### src/rtl/rr_sel_arb_pkg.sv
// Shared types and constants for the round-robin mux-select arbiter.
package rr_sel_arb_pkg;

  localparam int NUM_CH = 4;
  localparam int SEL_W  = 2;

  typedef logic [SEL_W-1:0] ch_t;

  typedef enum logic {
    IDLE,
    GRANT
  } arb_state_t;

endpackage

### src/rtl/rr_sel_arbiter_if.sv
// Request/grant bundle between the four sources, the consumer and the arbiter.
interface rr_sel_arbiter_if
  import rr_sel_arb_pkg::*;
#(
  parameter int CNT_W = 8
);

  logic [NUM_CH-1:0] req;
  logic              ack;
  ch_t               sel;
  logic [NUM_CH-1:0] grant;
  logic              valid;
  logic [CNT_W-1:0]  done_cnt;
  logic              timeout;

  modport master (
    output req, ack,
    input  sel, grant, valid, done_cnt, timeout
  );

  modport slave (
    input  req, ack,
    output sel, grant, valid, done_cnt, timeout
  );

endinterface

### src/rtl/rr_sel_arbiter_pick.sv
// Round-robin pick: first set request searching upward from last_ch+1, wrapping.
module rr_pick
  import rr_sel_arb_pkg::*;
(
  input  logic [NUM_CH-1:0] req_i,
  input  ch_t               last_ch_i,
  output logic              any_o,
  output ch_t               winner_o
);

  // NOTE: every output gets a default before the search so no latch is inferred.
  always_comb begin
    ch_t idx;
    any_o    = 1'b0;
    winner_o = '0;
    idx      = last_ch_i;
    for (int i = 0; i < NUM_CH; i++) begin
      idx = idx + ch_t'(1);
      if (!any_o && req_i[idx]) begin
        any_o    = 1'b1;
        winner_o = idx;
      end
    end
  end

endmodule

### src/rtl/rr_sel_arbiter.sv
// Round-robin arbiter driving the select of a 4:1 mux; holds sel until ack.
// Optional forced release after TIMEOUT_CYC idle grant cycles: RR_SEL_ARB_TIMEOUT_EN.
module rr_sel_arbiter
  import rr_sel_arb_pkg::*;
#(
  parameter int CNT_W       = 8,
  parameter int TIMEOUT_CYC = 16
) (
  input  logic               clk,
  input  logic               rst_n,
  rr_sel_arbiter_if.slave    bus
);

  if (TIMEOUT_CYC < 2 || TIMEOUT_CYC > 65535) begin : g_bad_timeout
    $error("rr_sel_arbiter: TIMEOUT_CYC out of range 2..65535");
  end

  arb_state_t       state_q, state_d;
  ch_t              sel_q, sel_d;
  ch_t              last_ch_q, last_ch_d;
  logic [CNT_W-1:0] done_cnt_q, done_cnt_d;
  logic             tmo_hit;

`ifdef RR_SEL_ARB_TIMEOUT_EN
  logic [15:0]      wait_q, wait_d;
  logic             timeout_q;
`endif

  // During GRANT a release re-picks relative to the channel just served.
  ch_t  pick_last;
  logic pick_any;
  ch_t  pick_winner;

  assign pick_last = (state_q == GRANT) ? sel_q : last_ch_q;

  rr_pick u_pick (
    .req_i     (bus.req),
    .last_ch_i (pick_last),
    .any_o     (pick_any),
    .winner_o  (pick_winner)
  );

  // NOTE: state registers use non-blocking assignments so all update together at the edge.
  always_ff @(posedge clk or negedge rst_n) begin
    if (!rst_n) begin
      state_q    <= IDLE;
      sel_q      <= '0;
      last_ch_q  <= ch_t'(NUM_CH - 1);
      done_cnt_q <= '0;
`ifdef RR_SEL_ARB_TIMEOUT_EN
      wait_q     <= '0;
      timeout_q  <= 1'b0;
`endif
    end else begin
      state_q    <= state_d;
      sel_q      <= sel_d;
      last_ch_q  <= last_ch_d;
      done_cnt_q <= done_cnt_d;
`ifdef RR_SEL_ARB_TIMEOUT_EN
      wait_q     <= wait_d;
      timeout_q  <= tmo_hit;
`endif
    end
  end

`ifdef RR_SEL_ARB_TIMEOUT_EN
  // A withdrawn request releases without a timeout; a same-cycle ack beats the timeout.
  assign tmo_hit = (state_q == GRANT) && !bus.ack && bus.req[sel_q] &&
                   (wait_q == 16'(TIMEOUT_CYC - 1));
`else
  assign tmo_hit = 1'b0;
`endif

  always_comb begin
    state_d    = state_q;
    sel_d      = sel_q;
    last_ch_d  = last_ch_q;
    done_cnt_d = done_cnt_q;
`ifdef RR_SEL_ARB_TIMEOUT_EN
    wait_d     = wait_q;
`endif
    unique case (state_q)
      IDLE: begin
        if (pick_any) begin
          sel_d   = pick_winner;
          state_d = GRANT;
`ifdef RR_SEL_ARB_TIMEOUT_EN
          wait_d  = '0;
`endif
        end
      end
      GRANT: begin
        if (bus.ack) begin
          done_cnt_d = done_cnt_q + CNT_W'(1);
        end
        if (bus.ack || tmo_hit) begin
          last_ch_d = sel_q;
          if (pick_any) begin
            sel_d  = pick_winner;
`ifdef RR_SEL_ARB_TIMEOUT_EN
            wait_d = '0;
`endif
          end else begin
            state_d = IDLE;
          end
        end else if (!bus.req[sel_q]) begin
          state_d = IDLE;
        end else begin
`ifdef RR_SEL_ARB_TIMEOUT_EN
          wait_d = wait_q + 16'd1;
`endif
        end
      end
      default: state_d = IDLE;
    endcase
  end

  always_comb begin
    bus.sel      = sel_q;
    bus.valid    = (state_q == GRANT);
    bus.grant    = '0;
    if (state_q == GRANT) bus.grant[sel_q] = 1'b1;
    bus.done_cnt = done_cnt_q;
`ifdef RR_SEL_ARB_TIMEOUT_EN
    bus.timeout  = timeout_q;
`else
    bus.timeout  = 1'b0;
`endif
  end

endmodule

### src/flat_wrapper.sv
// flat-port wrapper written by rule: the top's interface ports become plain ports
module rr_sel_arbiter_flat import rr_sel_arb_pkg::*;
#(
  parameter int CNT_W       = 8,
  parameter int TIMEOUT_CYC = 16
)
  (clk, rst_n, bus_req, bus_ack, bus_sel, bus_grant, bus_valid, bus_done_cnt, bus_timeout);
  rr_sel_arbiter_if #(.CNT_W(CNT_W)) bus_i ();
  input  logic clk;
  input  logic rst_n;
  input wire logic [$bits(bus_i.req)-1:0] bus_req;
  input wire logic [$bits(bus_i.ack)-1:0] bus_ack;
  output wire logic [$bits(bus_i.sel)-1:0] bus_sel;
  output wire logic [$bits(bus_i.grant)-1:0] bus_grant;
  output wire logic [$bits(bus_i.valid)-1:0] bus_valid;
  output wire logic [$bits(bus_i.done_cnt)-1:0] bus_done_cnt;
  output wire logic [$bits(bus_i.timeout)-1:0] bus_timeout;
  assign bus_i.req = bus_req;
  assign bus_i.ack = bus_ack;
  assign bus_sel = bus_i.sel;
  assign bus_grant = bus_i.grant;
  assign bus_valid = bus_i.valid;
  assign bus_done_cnt = bus_i.done_cnt;
  assign bus_timeout = bus_i.timeout;
  rr_sel_arbiter #(.CNT_W(CNT_W), .TIMEOUT_CYC(TIMEOUT_CYC)) u_core (.clk(clk), .rst_n(rst_n), .bus(bus_i));
endmodule
### config.mk
export PLATFORM = sky130hd
export DESIGN_NAME = rr_sel_arbiter_flat
export DESIGN_NICKNAME = d
export VERILOG_FILES = /design/src/rtl/rr_sel_arb_pkg.sv /design/src/rtl/rr_sel_arbiter_if.sv /design/src/rtl/rr_sel_arbiter_pick.sv /design/src/rtl/rr_sel_arbiter.sv /design/src/flat_wrapper.sv
export SDC_FILE = /design/constraint.sdc
export NUM_CORES = 1
export LEC_CHECK = 0
export BUFFER_PORTS_ARGS = -buffer_cell sky130_fd_sc_hd__buf_2
export CAP_MARGIN = 20
export CORE_MARGIN = 2
export CORE_UTILIZATION = 50
export CTS_BUF_LIST = sky130_fd_sc_hd__clkbuf_4 sky130_fd_sc_hd__clkbuf_8
export CTS_CLUSTER_SIZE = 12
export DETAILED_ROUTE_END_ITERATION = 8
export GPL_TIMING_DRIVEN = 0
export MAX_ROUTING_LAYER = met4
export PLACE_DENSITY_LB_ADDON = 0.12
export SKIP_CTS_REPAIR_TIMING = 1
export SLEW_MARGIN = 5
export SYNTH_ARGS = -nofsm -noshare
export SYNTH_HDL_FRONTEND = slang
export SYNTH_SLANG_ARGS = --single-unit
### constraint.sdc
create_clock -name clk -period 2.3 [get_ports clk]
set_input_delay 0.23 -clock clk [delete_from_list [all_inputs] [get_ports clk]]
set_output_delay 0.23 -clock clk [all_outputs]
set_load 0.01 [all_outputs]
# Word level (Yosys, flattened, before mapping)
# Index checks and enable logic that the tools add are counted.
# totals
regBits	13
latchBits	0
ram_bits	0
romBits	0
inputBits	7
out_inout_bits	16
wordCells	54
n_memories	0
# op_classes
n_addsub	5
mul	0
div	0
order_cmp	6
eq_ne	1
shift	0
muxes	29
bitwise	1
n_reduce_logical	8
# op_table
op	n
less-than comparator 2 x 3 -> 1 bit (second input constant)	5
two-way mux 2 bit	7
two-way mux 1 bit	13
binary-select mux 1 bit (select 2 bit)	5
adder 2 x 1 -> 2 bit (second input constant)	4
adder 8 x 1 -> 8 bit (second input constant)	1
logical AND 1 bit	4
two-way mux 4 bit	1
one-hot mux 2 bit (2 select lines)	1
logical NOT 1 bit	3
demux 1 bit (select 2 bit)	1
>= comparator 2 x 1 -> 1 bit (second input constant)	1
inequality test 2 bit (second input constant)	1
one-hot mux 1 bit (2 select lines)	1
AND reduction 2 bit	1
NOT 1 bit	1

# Longest topological paths before layout
# Gate-level depths: netlist of the first run.
# logic_depth
word_depth	17
mapped_depth	5
ltp_nobuf	4

# By module
# A second synthesis of the first run with hierarchy kept.
# hier_totals
hier_cells	70
hier_area_um2	728.2
# modules_own_cells
module	n_inst	cells_per_inst	area_per_inst_um2	seq_area_each_um2
rr_sel_arbiter	1	56	646.9	327.8
rr_pick	1	14	81.3	0.0

# Worst setup path before layout of the first run
# Ideal clock, no wire load.
# synth_path
path_kind	reg-to-reg
from	register u_core.sel_q[0] (netlist: u_core.bus.sel[0])
to	register u_core.state_q (netlist: u_core.bus.valid)
setup_time_ns	0.120
arrival_ns	1.212
required_ns	2.180
slack_ns	0.969
path_stages_with_launch	4
period_less_slack_ns	1.331
path_cell_list	dfrtp_1 -> buf_6 -> mux4_2 -> a31o_1
# synth_between
elab_chain_cells	17
elab_cells_between_ends	29
# synth_rtl
item	line	text
start: declaration	rr_sel_arbiter.sv:19	ch_t sel_q, sel_d;
start signal: assignment	rr_sel_arbiter.sv:56	sel_q <= sel_d;
parallel branches: the longest is 16 deep, another holds adder 2 x 1 -> 2 bit	n/a	
one-hot mux 1 bit (2 select lines) *	rr_sel_arbiter.sv:82	unique case (state_q)
named net u_core.state_d	rr_sel_arbiter.sv:18	arb_state_t state_q, state_d;
end signal: assignment	rr_sel_arbiter.sv:55	state_q <= state_d;
end: declaration	rr_sel_arbiter.sv:18	
# Mark *: on every way through the listed nets, which the timed path passes. The select of a mux whose other input is x is not followed.
# A chain may end at the register's enable or synchronous reset.

# Worst setup path in the final report of the first run
# layout_path
from	register u_core.state_q (netlist: u_core.bus.valid)
to	register u_core.sel_q[0] (netlist: u_core.bus.sel[0])
# layout_between
elab_chain_cells	17
elab_cells_between_ends	32
# layout_rtl
item
parallel branches: the longest is 17 deep, another holds adder 2 x 1 -> 2 bit
# Several ways; the timed one is not identified. The select of a mux whose other input is x is not followed.

==> Flow_metrics.wiki, run 1 <==
{| class="wikitable"
! Metric !! Value
|-
| Run status || complete, no violations
|-
| Post-synth cell types || 29
|-
| Remaining DRCs || 0
|-
| Main combinational cell family by area after synthesis || simple AND/OR/NAND/NOR gates
|-
| Antenna violations before repair || 0
|-
| Synth Area in Compound Gates || 9.381%
|-
| Sum of net half-perimeters after detailed placement || 1008 um
|-
| Area growth, synth to finish || 23.19%
|-
| Tmin final || 1.444 ns
|-
| First-pass GRT wire length || 2380 um
|-
| Ranking of synthesized cells by area || dfrtp_1 39%, xnor2_1 8.7%, dfstp_2 7.4%
|-
| Top-level port count || 23
|-
| Maximum achievable frequency || 692.5 MHz
|-
| Starting utilization of the core area || 53.66%
|-
| Worst hold slack || 0.2929 ns
|-
| Worst Setup Slack post-DPL || 0.8937 ns
|-
| Element type at the critical path start || flip-flop
|-
| #FFs+latches synth || 13
|-
| Cell depth of the worst hold path || 3
|-
| Internal reg-to-reg setup slack || 0.86 ns
|-
| Pin count of the biggest net entering global routing || 14
|-
| Worst min-delay path category || primary input to flip-flop
|-
| Antenna Violating Nets Remaining || 0
|-
| CTS max path bufs || 2
|-
| Final-layout fill cell count || 109
|-
| Via count of the first global-routing pass || 510
|-
| Largest fanout of any net on the critical path || 10
|-
| Global-route congestion overflow total || 0
|-
| Worst-skew pair later-pin latency || 0.27 ns
|-
| WP data required || 2.46 ns
|-
| Static leakage || 0.4284 nW
|-
| Area share of fa/ha/maj cells after synthesis || 1.770%
|-
| Clock tree skew after final layout || 0.007999 ns
|-
| Path type of the worst setup path || flip-flop to flip-flop
|-
| Final slew viol count || 0
|-
| Routability Congestion || 0.8522
|-
| Max VDD drop || 0.0006805 V
|-
| TritonCTS clock tree || built
|-
| Total routing usage reported by global routing || 18.54%
|-
| End point of the critical path || u_core.bus.sel[0]$_DFFE_PN0P_
|-
| Clock Sinks || 13
|-
| Reg-to-Reg End || u_core.bus.sel[0]$_DFFE_PN0P_
|-
| Most area-hungry cell type in the Yosys netlist || dfrtp_1
|-
| Number of clock buffers inserted by TritonCTS || 3
|-
| Post-synthesis cell count || 66
|-
| Root cell of the clock tree || clkbuf_4
|-
| Start of the worst register-to-register path || u_core.bus.valid$_DFF_PN0_
|-
| H-Tree Depth || 1
|-
| Final setup fails || 0
|-
| Count of final hold-check violations || 0
|-
| Total number of nets in the final design || 101
|-
| Unrepaired setup endpoints after global routing || no
|-
| Sequential fraction of the synthesis area || 46.37%
|-
| WL per Instance || 12.47 um
|-
| Share of cell area taken by muxes after synthesis || 10.80%
|-
| Cell area after synthesis || 706.9 sq um
|-
| Setup crit end kind || flip-flop
|-
| FFs w/ async S/R, synth || 100.0%
|-
| Worst Slack Setup Final || 0.8559 ns
|-
| Row Count || 13
|-
| Per-instance average area after synthesis || 10.71 sq um
|-
| Net count of the mapped netlist || 74
|-
| Synthesized-area fraction occupied by xor and xnor cells || 8.673%
|-
| Yosys Warn Count || 0
|-
| Vias post-DR || 551
|-
| Commonest non-fill, non-tap cell in the layout || buf_2
|-
| Max_cap viols || 0
|-
| CP Launch Point || u_core.bus.valid$_DFF_PN0_
|-
| Pwr dens || 1242 nW/um^2
|-
| Height of the chip || 41.60 um
|-
| Synthesized-area fraction occupied by and/or/nand/nor cells || 16.11%
|-
| Ratio of cells with drive above 1 in the final layout || 40.22%
|-
| Overall die width || 41.60 um
|-
| Average vias per placed instance || 5.150
|-
| Dominant register cell in the synthesized netlist || dfrtp_1
|-
| Number of optimization iterations in the first detailed-route pass || 4
|-
| Commonest cells after routing, fill and taps aside || 21 x buf_2, 11 x dfrtp_1, 7 x xnor2_1
|-
| Summed negative setup slack over all endpoints || 0 ns
|-
| Total inserted antenna cells || 0
|-
| Arrival time at the worst endpoint || 1.61 ns
|-
| Cell depth of the worst flop-to-flop path || 5
|-
| Detailed-route wire length || 1334 um
|-
| Crit share post-route || 62.79%
|-
| DIE AREA || 1731 sq um
|-
| Number of enable-type register cells in the synthesized netlist || 0
|-
| Clk pin slew, worst setup/hold paths || 0.08 ns
|-
| Core Box Area || 1318 sq um
|-
| Proportion of netlist area held by the largest area contributor || 38.94%
|-
| DRC violation total after the first TritonRoute iteration || 6
|-
| Port Buffers || 21
|}
## synth_stat cells (2+ instances only)
| cell | instances |
|---|---|
| xnor2_1 | 7 |
| mux2_2 | 3 |
| inv_1 | 4 |
| and3_2 | 2 |
| o21ai_0 | 2 |
| nand3_1 | 4 |
| nand4_1 | 2 |
| a21oi_1 | 2 |
| nor2_1 | 3 |
| mux2i_1 | 2 |
| nand2_1 | 5 |
| buf_6 | 2 |
| dfrtp_1 | 11 |
| dfstp_2 | 2 |
## per-layer routing
layer / vias up / GRT usage, % / share of wire (%)
li1: 281 / - / -
met1: 257 / 25.85 / 51
met2: 11 / 26.25 / 43
met3: 2 / 7.826 / 4.6
met4: 0 / 1.935 / 0.45
met5: - / - / 0
## worst max-delay path, stage by stage (launching register included)
cell,delay [ns]
dfrtp_1,0.41
buf_6,0.15
mux2i_1,0.29
a2bb2oi_1,0.20
o22ai_1,0.12
o22a_1,0.18
## state kept, by name (all words and copies together) (netlist names)
register / cells
u_core.bus.sel: 2
u_core.bus.valid: 1
u_core.last_ch_q: 2
u_core.bus.done_cnt: 8
## power breakdown
group	internal, mW	switching, mW	total [mW]
Clock	0.0789	0.0679	0.147
Combinational	0.257	0.238	0.495
Sequential	0.333	0.107	0.440
## layout make-up
class / instances / area (sq um) / share of cell area, %
multi-input cells: 46 / 334.1 / 38.36
well taps: 15 / 18.77 / 2.155
inverters: 4 / 15.01 / 1.724
clock buffers: 4 / 30.03 / 3.448
flip-flops and latches: 13 / 327.8 / 37.64
repair buffers: 22 / 115.1 / 13.22
plain buffers: 3 / 30.03 / 3.448
## through the flow
stage	cells	power, mW	instance area, sq um	util (%)
CTS	106	1.087	860.8	65.34
global route	107	1.171	870.8	66.10
floorplan	66	0.7674	706.9	-
global placement	102	0.9275	830.8	63.06
detailed placement	102	0.9396	830.8	63.06
finish	107	1.081	870.8	66.10
## cells by family (layout without fill, tap and decap cells)
logic type                 after synthesis  in the layout
AOI/OAI and AO/OA                       10             10
xor gates and xnor gates                 7              7
adders and majority gates                1              1
buffers and inverters                    7             33
DFF                                     13             13
muxes                                    6              6
other                                    1              1
and+or+nand+nor                         21             21
## worst min path at each step
stage | to | from | slack (ns)
final | u_core.bus.valid$_DFF_PN0_ | bus_ack | 0.29
after global routing | u_core.bus.valid$_DFF_PN0_ | bus_ack | 0.31
after CTS | u_core.bus.done_cnt[7]$_DFFE_PN0P_ | rst_n | -0.17
after detailed placement | u_core.bus.done_cnt[7]$_DFFE_PN0P_ | rst_n | 0.13
after global placement | u_core.bus.done_cnt[7]$_DFFE_PN0P_ | rst_n | 0.12
after floorplan | u_core.bus.done_cnt[0]$_DFFE_PN0P_ | rst_n | -0.07
No activity file was read; power rests on OpenSTA's default activity.
==> run 2: changes to the inputs <==
--- a/config.mk
+++ b/config.mk
@@ -5,6 +5,7 @@
 export SDC_FILE = /design/constraint.sdc
 export NUM_CORES = 1
 export LEC_CHECK = 0
+export ABC_AREA = 1
 export BUFFER_PORTS_ARGS = -buffer_cell sky130_fd_sc_hd__buf_2
 export CAP_MARGIN = 20
 export CORE_MARGIN = 2
==> constraint.sdc (replaced) <==
create_clock -name clk -period 1.46 [get_ports clk]
set_input_delay 0.146 -clock clk [delete_from_list [all_inputs] [get_ports clk]]
set_output_delay 0.146 -clock clk [all_outputs]
set_load 0.01 [all_outputs]
==> Flow_metrics.wiki, run 2 <==
{| class="wikitable"
! Metric !! Value
|-
| Worst hold slack || 0.1738 ns (was 0.2929 ns)
|-
| Combined area of the multi-input logic cells || 684.4 sq um (was 334.1 sq um)
|-
| Met2 routed wirelength || 1162 um (was 580 um)
|-
| Per-instance average area after synthesis || 6.868 sq um (was 10.71 sq um)
|-
| Dominant register cell in the synthesized netlist || dfrtp_1 (unchanged)
|-
| Violated checks || negative setup slack
|-
| Clock Power Share || 6.6% (was 13.6%)
|-
| Yosys Warn Count || 0 (unchanged)
|-
| Final slew viol count || 0 (unchanged)
|-
| Routability Congestion || 0.8237 (was 0.8522)
|-
| Part of the total power dissipated in sequential elements || 20.4% (was 40.7%)
|-
| Combinational power share || 73.0% (was 45.8%)
|-
| Row Count || 15 (was 13)
|-
| Vias post-DR || 964 (was 551)
|-
| #FFs+latches synth || 13 (unchanged)
|-
| Clk pin slew, worst setup/hold paths || 0.07 ns (was 0.08 ns)
|-
| Clock tree skew after final layout || 0.004938 ns (was 0.007999 ns)
|-
| Commonest non-fill, non-tap cell in the layout || nand2_1 (was buf_2)
|-
| Most used standard cells in the synthesized netlist || 49 x nand2_1, 13 x inv_1, 11 x dfrtp_1, 11 x nor2_1, 10 x nand3_1 (was 11 x dfrtp_1, 7 x xnor2_1, 5 x nand2_1)
|-
| TritonCTS clock tree || built (unchanged)
|-
| Cell depth of the worst flop-to-flop path || 12 (was 5)
|-
| Clock Sinks || 13 (unchanged)
|-
| WL per Instance || 12.13 um (was 12.47 um)
|-
| Max VDD drop || 0.001832 V (was 0.0006805 V)
|-
| Number of optimization iterations in the first detailed-route pass || 4 (unchanged)
|-
| Summed negative setup slack over all endpoints || -0.5157 ns (was 0 ns)
|-
| Overall die width || 47.06 um (was 41.60 um)
|-
| Flip-flop count of the largest register after layout || 8 (unchanged)
|-
| Worst Slack Setup Final || -0.1970 ns (was 0.8559 ns)
|-
| Remaining DRCs || 0 (unchanged)
|-
| Antenna violations before repair || 0 (unchanged)
|-
| DIE AREA || 2215 sq um (was 1731 sq um)
|-
| Arrival time at the worst endpoint || 1.82 ns (was 1.61 ns)
|-
| WP data required || 1.63 ns (was 2.46 ns)
|-
| Average vias per placed instance || 4.944 (was 5.150)
|-
| Total number of nets in the final design || 179 (was 101)
|-
| Final core area utilization || 77.54% (was 66.10%)
|-
| Met3 WL post-DR || 93 um (was 61 um)
|-
| Static leakage || 0.7336 nW (was 0.4284 nW)
|-
| Pin count of the biggest net entering global routing || 14 (unchanged)
|-
| Internal reg-to-reg setup slack || -0.20 ns (was 0.86 ns)
|-
| Unrepaired setup endpoints after global routing || yes (was no)
|-
| FFs w/ async S/R, synth || 100.0% (unchanged)
|-
| Detailed-route wire length || 2365 um (was 1334 um)
|-
| Global-route congestion overflow total || 0 (unchanged)
|-
| Final-layout fill cell count || 130 (was 109)
|-
| Worst-skew pair later-pin latency || 0.28 ns (was 0.27 ns)
|-
| Pwr dens || 2725 nW/um^2 (was 1242 nW/um^2)
|-
| Maximum achievable frequency || 603.5 MHz (was 692.5 MHz)
|-
| Post-synthesis cell count || 135 (was 66)
|-
| Max_cap viols || 0 (unchanged)
|-
| Tmin final || 1.657 ns (was 1.444 ns)
|-
| DRC violation total after the first TritonRoute iteration || 16 (was 6)
|-
| Commonest cells after routing, fill and taps aside || 30 x nand2_1, 21 x buf_2, 14 x nand2_4 (was 21 x buf_2, 11 x dfrtp_1, 7 x xnor2_1)
|-
| Element type at the critical path start || flip-flop (unchanged)
|-
| Port Buffers || 21 (unchanged)
|-
| Cell area after synthesis || 927.1 sq um (was 706.9 sq um)
|-
| Largest fanout of any net on the critical path || 7 (was 10)
|-
| Ratio of cells with drive above 1 in the final layout || 45.88% (was 40.22%)
|-
| Post-DP Area || 1079 sq um (was 830.8 sq um)
|-
| First-pass GRT wire length || 3049 um (was 2380 um)
|-
| Total routing usage reported by global routing || 20.52% (was 18.54%)
|-
| Sequential fraction of the synthesis area || 35.36% (was 46.37%)
|-
| Run status || finished with violations (was complete, no violations)
|-
| Proportion of netlist area held by the largest area contributor || 29.69% (was 38.94%)
|-
| Total inserted antenna cells || 0 (unchanged)
|-
| Path type of the worst setup path || flip-flop to flip-flop (unchanged)
|-
| Top-level port count || 23 (unchanged)
|-
| WL met1 || 1070 um (was 685 um)
|-
| Switching part of the total power || 52.16% (was 38.13%)
|-
| Net count of the mapped netlist || 143 (was 74)
|-
| Cells after DPL || 181 (was 102)
|-
| Area growth, synth to finish || 44.40% (was 23.19%)
|-
| Sequential cell area || 330.3 sq um (was 327.8 sq um)
|-
| Core Box Area || 1727 sq um (was 1318 sq um)
|-
| Final instance area || 1339 sq um (was 870.8 sq um)
|-
| Height of the chip || 47.06 um (was 41.60 um)
|-
| Ranking of synthesized cells by area || dfrtp_1 30%, nand2_1 20%, dfstp_2 5.7% (was dfrtp_1 39%, xnor2_1 8.7%, dfstp_2 7.4%)
|-
| Starting utilization of the core area || 53.70% (was 53.66%)
|-
| Sum of net half-perimeters after detailed placement || 1535 um (was 1008 um)
|-
| Crit share post-route || 113.5% (was 62.79%)
|-
| Number of enable-type register cells in the synthesized netlist || 0 (unchanged)
|-
| Top routing layer in use || met4 (unchanged)
|-
| Via count of the first global-routing pass || 730 (was 510)
|-
| Number of clock buffers inserted by TritonCTS || 3 (unchanged)
|-
| Most area-hungry cell type in the Yosys netlist || dfrtp_1 (unchanged)
|-
| Net switching power || 1.903 mW (was 412.3 uW)
|-
| Worst min-delay path category || primary input to flip-flop (unchanged)
|-
| Final instance count without filler cells || 195 (was 107)
|-
| CTS max path bufs || 2 (unchanged)
|-
| Internal Power || 1.745 mW (was 669.0 uW)
|-
| Cell depth of the worst hold path || 4 (was 3)
|-
| Root cell of the clock tree || clkbuf_4 (unchanged)
|-
| Post-synth cell types || 23 (was 29)
|-
| Setup crit end kind || flip-flop (unchanged)
|-
| H-Tree Depth || 1 (unchanged)
|-
| Final setup fails || 4 (was 0)
|-
| Count of final hold-check violations || 0 (unchanged)
|-
| Antenna Violating Nets Remaining || 0 (unchanged)
|-
| Most numerous cell in the Yosys netlist || nand2_1 (was dfrtp_1)
|}
run 2: cell types whose count changed after synthesis, sizes merged, moves of 2 or more:
cell	before	now
and3	3	0
xor2	0	6
mux2i	2	0
mux2	3	0
nor2	3	11
inv	4	14
xnor2	7	1
a21oi	2	4
nand3	4	11
nand2	5	59
run 2: area by class of cell:
type | instances | area share, %
Buffer | 2 | 1.402
Clock buffer | 4 | 2.243
Inverter | 15 | 4.579
Multi-Input combinational cell | 105 | 51.12
Sequential cell | 13 | 24.67
Tap cell | 25 | 2.336
Timing Repair Buffer | 31 | 13.64
run 2: worst max-delay path, stage by stage, from the launching register on:
cell,delay (ns)
dfrtp_2,0.49
inv_4,0.12
nand2_1,0.07
nand2_2,0.12
nand2_2,0.11
nand2_4,0.12
nand2_1,0.06
a21oi_1,0.18
nand2_1,0.07
inv_1,0.05
nand2_1,0.05
nand2_1,0.05
nand2_1,0.04
run 2: path summary, 6_finish.rpt:
kind,startpoint,end
min in group asynchronous,rst_n,u_core.bus.done_cnt[4]$_DFFE_PN0P_
max in group asynchronous,rst_n,u_core.last_ch_q[1]$_DFFE_PN1P_
min,bus_ack,u_core.bus.valid$_DFF_PN0_
max reg2reg,u_core.bus.valid$_DFF_PN0_,u_core.bus.sel[1]$_DFFE_PN0P_
min reg2reg,u_core.bus.done_cnt[7]$_DFFE_PN0P_,u_core.bus.done_cnt[7]$_DFFE_PN0P_
max,u_core.bus.valid$_DFF_PN0_,u_core.bus.sel[1]$_DFFE_PN0P_
run 2: layer usage:
metal / vias up / GRT usage, %
met5: - / -
met3: 4 / 5.769
li1: 492 / -
met1: 443 / 27.51
met2: 25 / 30.68
met4: 0 / 5.000
run 2: metrics by stage:
step	total power, mW	setup slack [ns]
final	3.648	-0.1970
after global routing	3.931	-0.2767
after CTS	2.763	-0.1510
after detailed placement	2.507	-0.1348
after global placement	2.454	-0.09790
after floorplan	2.057	0.0002297
run 2: power by group through the flow:
stage / logic (mW) / clock network (mW) / registers, mW
5_1_grt: 2.89 / 0.272 / 0.768
4_1_cts: 1.78 / 0.250 / 0.735
2_1_floorplan: 1.27 / 0 / 0.785
3_3_place_gp: 1.72 / 0 / 0.732
6_report: 2.66 / 0.240 / 0.744
3_5_place_dp: 1.77 / 0 / 0.741
run 2: cells by family after synthesis:
family                     Yosys count  synth area share (%)
adders and majority gates            1                 1.349
buffers and inverters               17                 7.826
other                                1                0.4045
xor gates and xnor gates             7                 6.613
and+or+nand+nor                     87                 42.92
DFF                                 13                 35.36
AOI/OAI and AO/OA                    9                 5.533
==> run 3: changes to the inputs <==
--- a/config.mk
+++ b/config.mk
@@ -16,6 +16,7 @@
 export GPL_TIMING_DRIVEN = 0
 export MAX_ROUTING_LAYER = met4
 export PLACE_DENSITY_LB_ADDON = 0.12
+export REMOVE_ABC_BUFFERS = 1
 export SKIP_CTS_REPAIR_TIMING = 1
 export SLEW_MARGIN = 5
 export SYNTH_ARGS = -nofsm -noshare
==> Flow_metrics.wiki, run 3 (synthesized netlist as in run 2, its figures left out) <==
{| class="wikitable"
! Metric !! Value
|-
| Worst min-delay path category || primary input to flip-flop (unchanged)
|-
| Overall die width || 47.06 um (unchanged)
|-
| Top-level port count || 23 (unchanged)
|-
| Core Box Area || 1727 sq um (unchanged)
|-
| Arrival time at the worst endpoint || 1.78 ns (was 1.82 ns)
|-
| Static leakage || 0.6972 nW (was 0.7336 nW)
|-
| Commonest non-fill, non-tap cell in the layout || nand2_1 (unchanged)
|-
| Via count of the first global-routing pass || 724 (was 730)
|-
| Max_cap viols || 0 (unchanged)
|-
| Final setup fails || 3 (was 4)
|-
| Pin count of the biggest net entering global routing || 14 (unchanged)
|-
| Final slew viol count || 0 (unchanged)
|-
| Worst Slack Setup Final || -0.1392 ns (was -0.1970 ns)
|-
| Crit share post-route || 109.5% (was 113.5%)
|-
| Path type of the worst setup path || flip-flop to flip-flop (unchanged)
|-
| Setup crit end kind || flip-flop (unchanged)
|-
| PnR Total Power || 3.496 mW (was 3.648 mW)
|-
| Number of clock buffers inserted by TritonCTS || 3 (unchanged)
|-
| Run status || finished with violations (unchanged)
|-
| Final-layout fill cell count || 135 (was 130)
|-
| Worst Setup Slack post-DPL || -0.2037 ns (was -0.1348 ns)
|-
| Remaining DRCs || 0 (unchanged)
|-
| Crit path max-delay cell type || dfrtp_2 (unchanged)
|-
| Total routing usage reported by global routing || 20.87% (was 20.52%)
|-
| Root cell of the clock tree || clkbuf_4 (unchanged)
|-
| Worst-skew pair later-pin latency || 0.28 ns (about the same)
|-
| Max VDD drop || 0.001428 V (was 0.001832 V)
|-
| Violated checks || negative setup slack (unchanged)
|-
| DRC violation total after the first TritonRoute iteration || 25 (was 16)
|-
| H-Tree Depth || 1 (unchanged)
|-
| Summed negative setup slack over all endpoints || -0.3973 ns (was -0.5157 ns)
|-
| Element type at the critical path start || flip-flop (unchanged)
|-
| Maximum cell stage delay along the critical path || 0.48 ns (was 0.49 ns)
|-
| Antenna violations before repair || 0 (unchanged)
|-
| Count of final hold-check violations || 0 (unchanged)
|-
| Most numerous cell on the critical path || nand2_2 (was nand2_1)
|-
| Flip-flop count of the largest register after layout || 8 (unchanged)
|-
| Vias post-DR || 981 (was 964)
|-
| Routability Congestion || 0.8161 (was 0.8237)
|-
| Total number of nets in the final design || 176 (was 179)
|-
| Total inserted antenna cells || 0 (unchanged)
|-
| Pwr dens || 2644 nW/um^2 (was 2725 nW/um^2)
|-
| Average vias per placed instance || 5.109 (was 4.944)
|-
| Port Buffers || 21 (unchanged)
|-
| Ratio of cells with drive above 1 in the final layout || 49.10% (was 45.88%)
|-
| First-pass GRT wire length || 3022 um (was 3049 um)
|-
| WP data required || 1.64 ns (was 1.63 ns)
|-
| Unrepaired setup endpoints after global routing || yes (unchanged)
|-
| WL per Instance || 12.37 um (was 12.13 um)
|-
| Starting utilization of the core area || 53.70% (unchanged)
|-
| Global-route congestion overflow total || 0 (unchanged)
|-
| DIE AREA || 2215 sq um (unchanged)
|-
| Detailed-route wire length || 2375 um (was 2365 um)
|-
| Clock tree skew after final layout || 0.001441 ns (was 0.004938 ns)
|-
| Tmin final || 1.599 ns (was 1.657 ns)
|-
| Maximum achievable frequency || 625.3 MHz (was 603.5 MHz)
|-
| Clock Sinks || 13 (unchanged)
|-
| Final core area utilization || 76.59% (was 77.54%)
|-
| Commonest cells after routing, fill and taps aside || 29 x nand2_1, 21 x buf_2, 19 x nand2_2 (was 30 x nand2_1, 21 x buf_2, 14 x nand2_4)
|-
| Row Count || 15 (unchanged)
|-
| CTS max path bufs || 2 (unchanged)
|-
| Height of the chip || 47.06 um (unchanged)
|-
| Number of optimization iterations in the first detailed-route pass || 4 (unchanged)
|-
| Largest fanout of any net on the critical path || 7 (unchanged)
|-
| Sum of net half-perimeters after detailed placement || 1549 um (was 1535 um)
|-
| Antenna Violating Nets Remaining || 0 (unchanged)
|-
| Area growth, synth to finish || 42.65% (was 44.40%)
|-
| Clk pin slew, worst setup/hold paths || 0.07 ns (about the same)
|-
| TritonCTS clock tree || built (unchanged)
|-
| Ordered list of cells on the worst path || clkinv_4 > nand2_2 > nand2_2 > nand2_2 > nand2_4 > nand2_2 > nand2_2 > nand3_4 > nor2_4 > nor2_2 > nand2_1 > nand2_1 (was inv_4 > nand2_1 > nand2_2 > nand2_2 > nand2_4 > nand2_1 > a21oi_1 > nand2_1 > inv_1 > nand2_1 > nand2_1 > nand2_1)
|}
==> run 3: layout make-up <==
type	count	area, sq um	share of cell area, %
clock buffer	4	30.03	2.271
multi-input combinational	105	691.9	52.32
inverter	15	62.56	4.730
sequential	13	331.6	25.07
tap	25	31.28	2.365
timing repair buffer	30	175.2	13.25
==> run 3: worst max-delay path: cells and delay by family (launching register included) <==
family | cells | cell delay [ns]
DFF | 1 | 0.48
buffers and inverters | 1 | 0.12
and+or+nand+nor | 11 | 0.89
==> run 3: metal layers <==
| layer | global-route usage, % | up-vias | part of all wire, % |
|---|---|---|---|
| li1 | - | 487 | - |
| met2 | 30.68 | 40 | 48 |
| met1 | 26.46 | 448 | 44 |
| met4 | 10.00 | 0 | 1.8 |
| met5 | - | - | 0 |
| met3 | 5.769 | 6 | 5.9 |
==> run 3: per-stage QoR <==
step / hold slack [ns] / area (sq um) / cells
after floorplan: -0.1496 / 912.1 / 133
after global placement: 0.03809 / 1049 / 179
after detailed placement: 0.04060 / 1049 / 179
after CTS: -0.2765 / 1079 / 183
after global routing: 0.2241 / 1323 / 192
final: 0.2009 / 1323 / 192
==> run 3: final timing paths <==
kind	startpoint	endpoint	slack (ns)	depth (start not counted)
max	u_core.bus.valid$_DFF_PN0_	u_core.bus.sel[1]$_DFFE_PN0P_	-0.14	12
min	bus_ack	u_core.last_ch_q[0]$_DFFE_PN1P_	0.20	3
max reg2reg	u_core.bus.valid$_DFF_PN0_	u_core.bus.sel[1]$_DFFE_PN0P_	-0.14	12
min reg2reg	u_core.bus.done_cnt[7]$_DFFE_PN0P_	u_core.bus.done_cnt[7]$_DFFE_PN0P_	0.47	1
max in group asynchronous	rst_n	u_core.last_ch_q[0]$_DFFE_PN1P_	0.92	2
min in group asynchronous	rst_n	u_core.bus.done_cnt[4]$_DFFE_PN0P_	0.27	2
==> run 3: where the power goes <==
part           internal (mW)  switching (mW)  total [mW]
clock network          0.125           0.117       0.241
logic                  0.942            1.52        2.46
registers              0.560           0.231       0.791
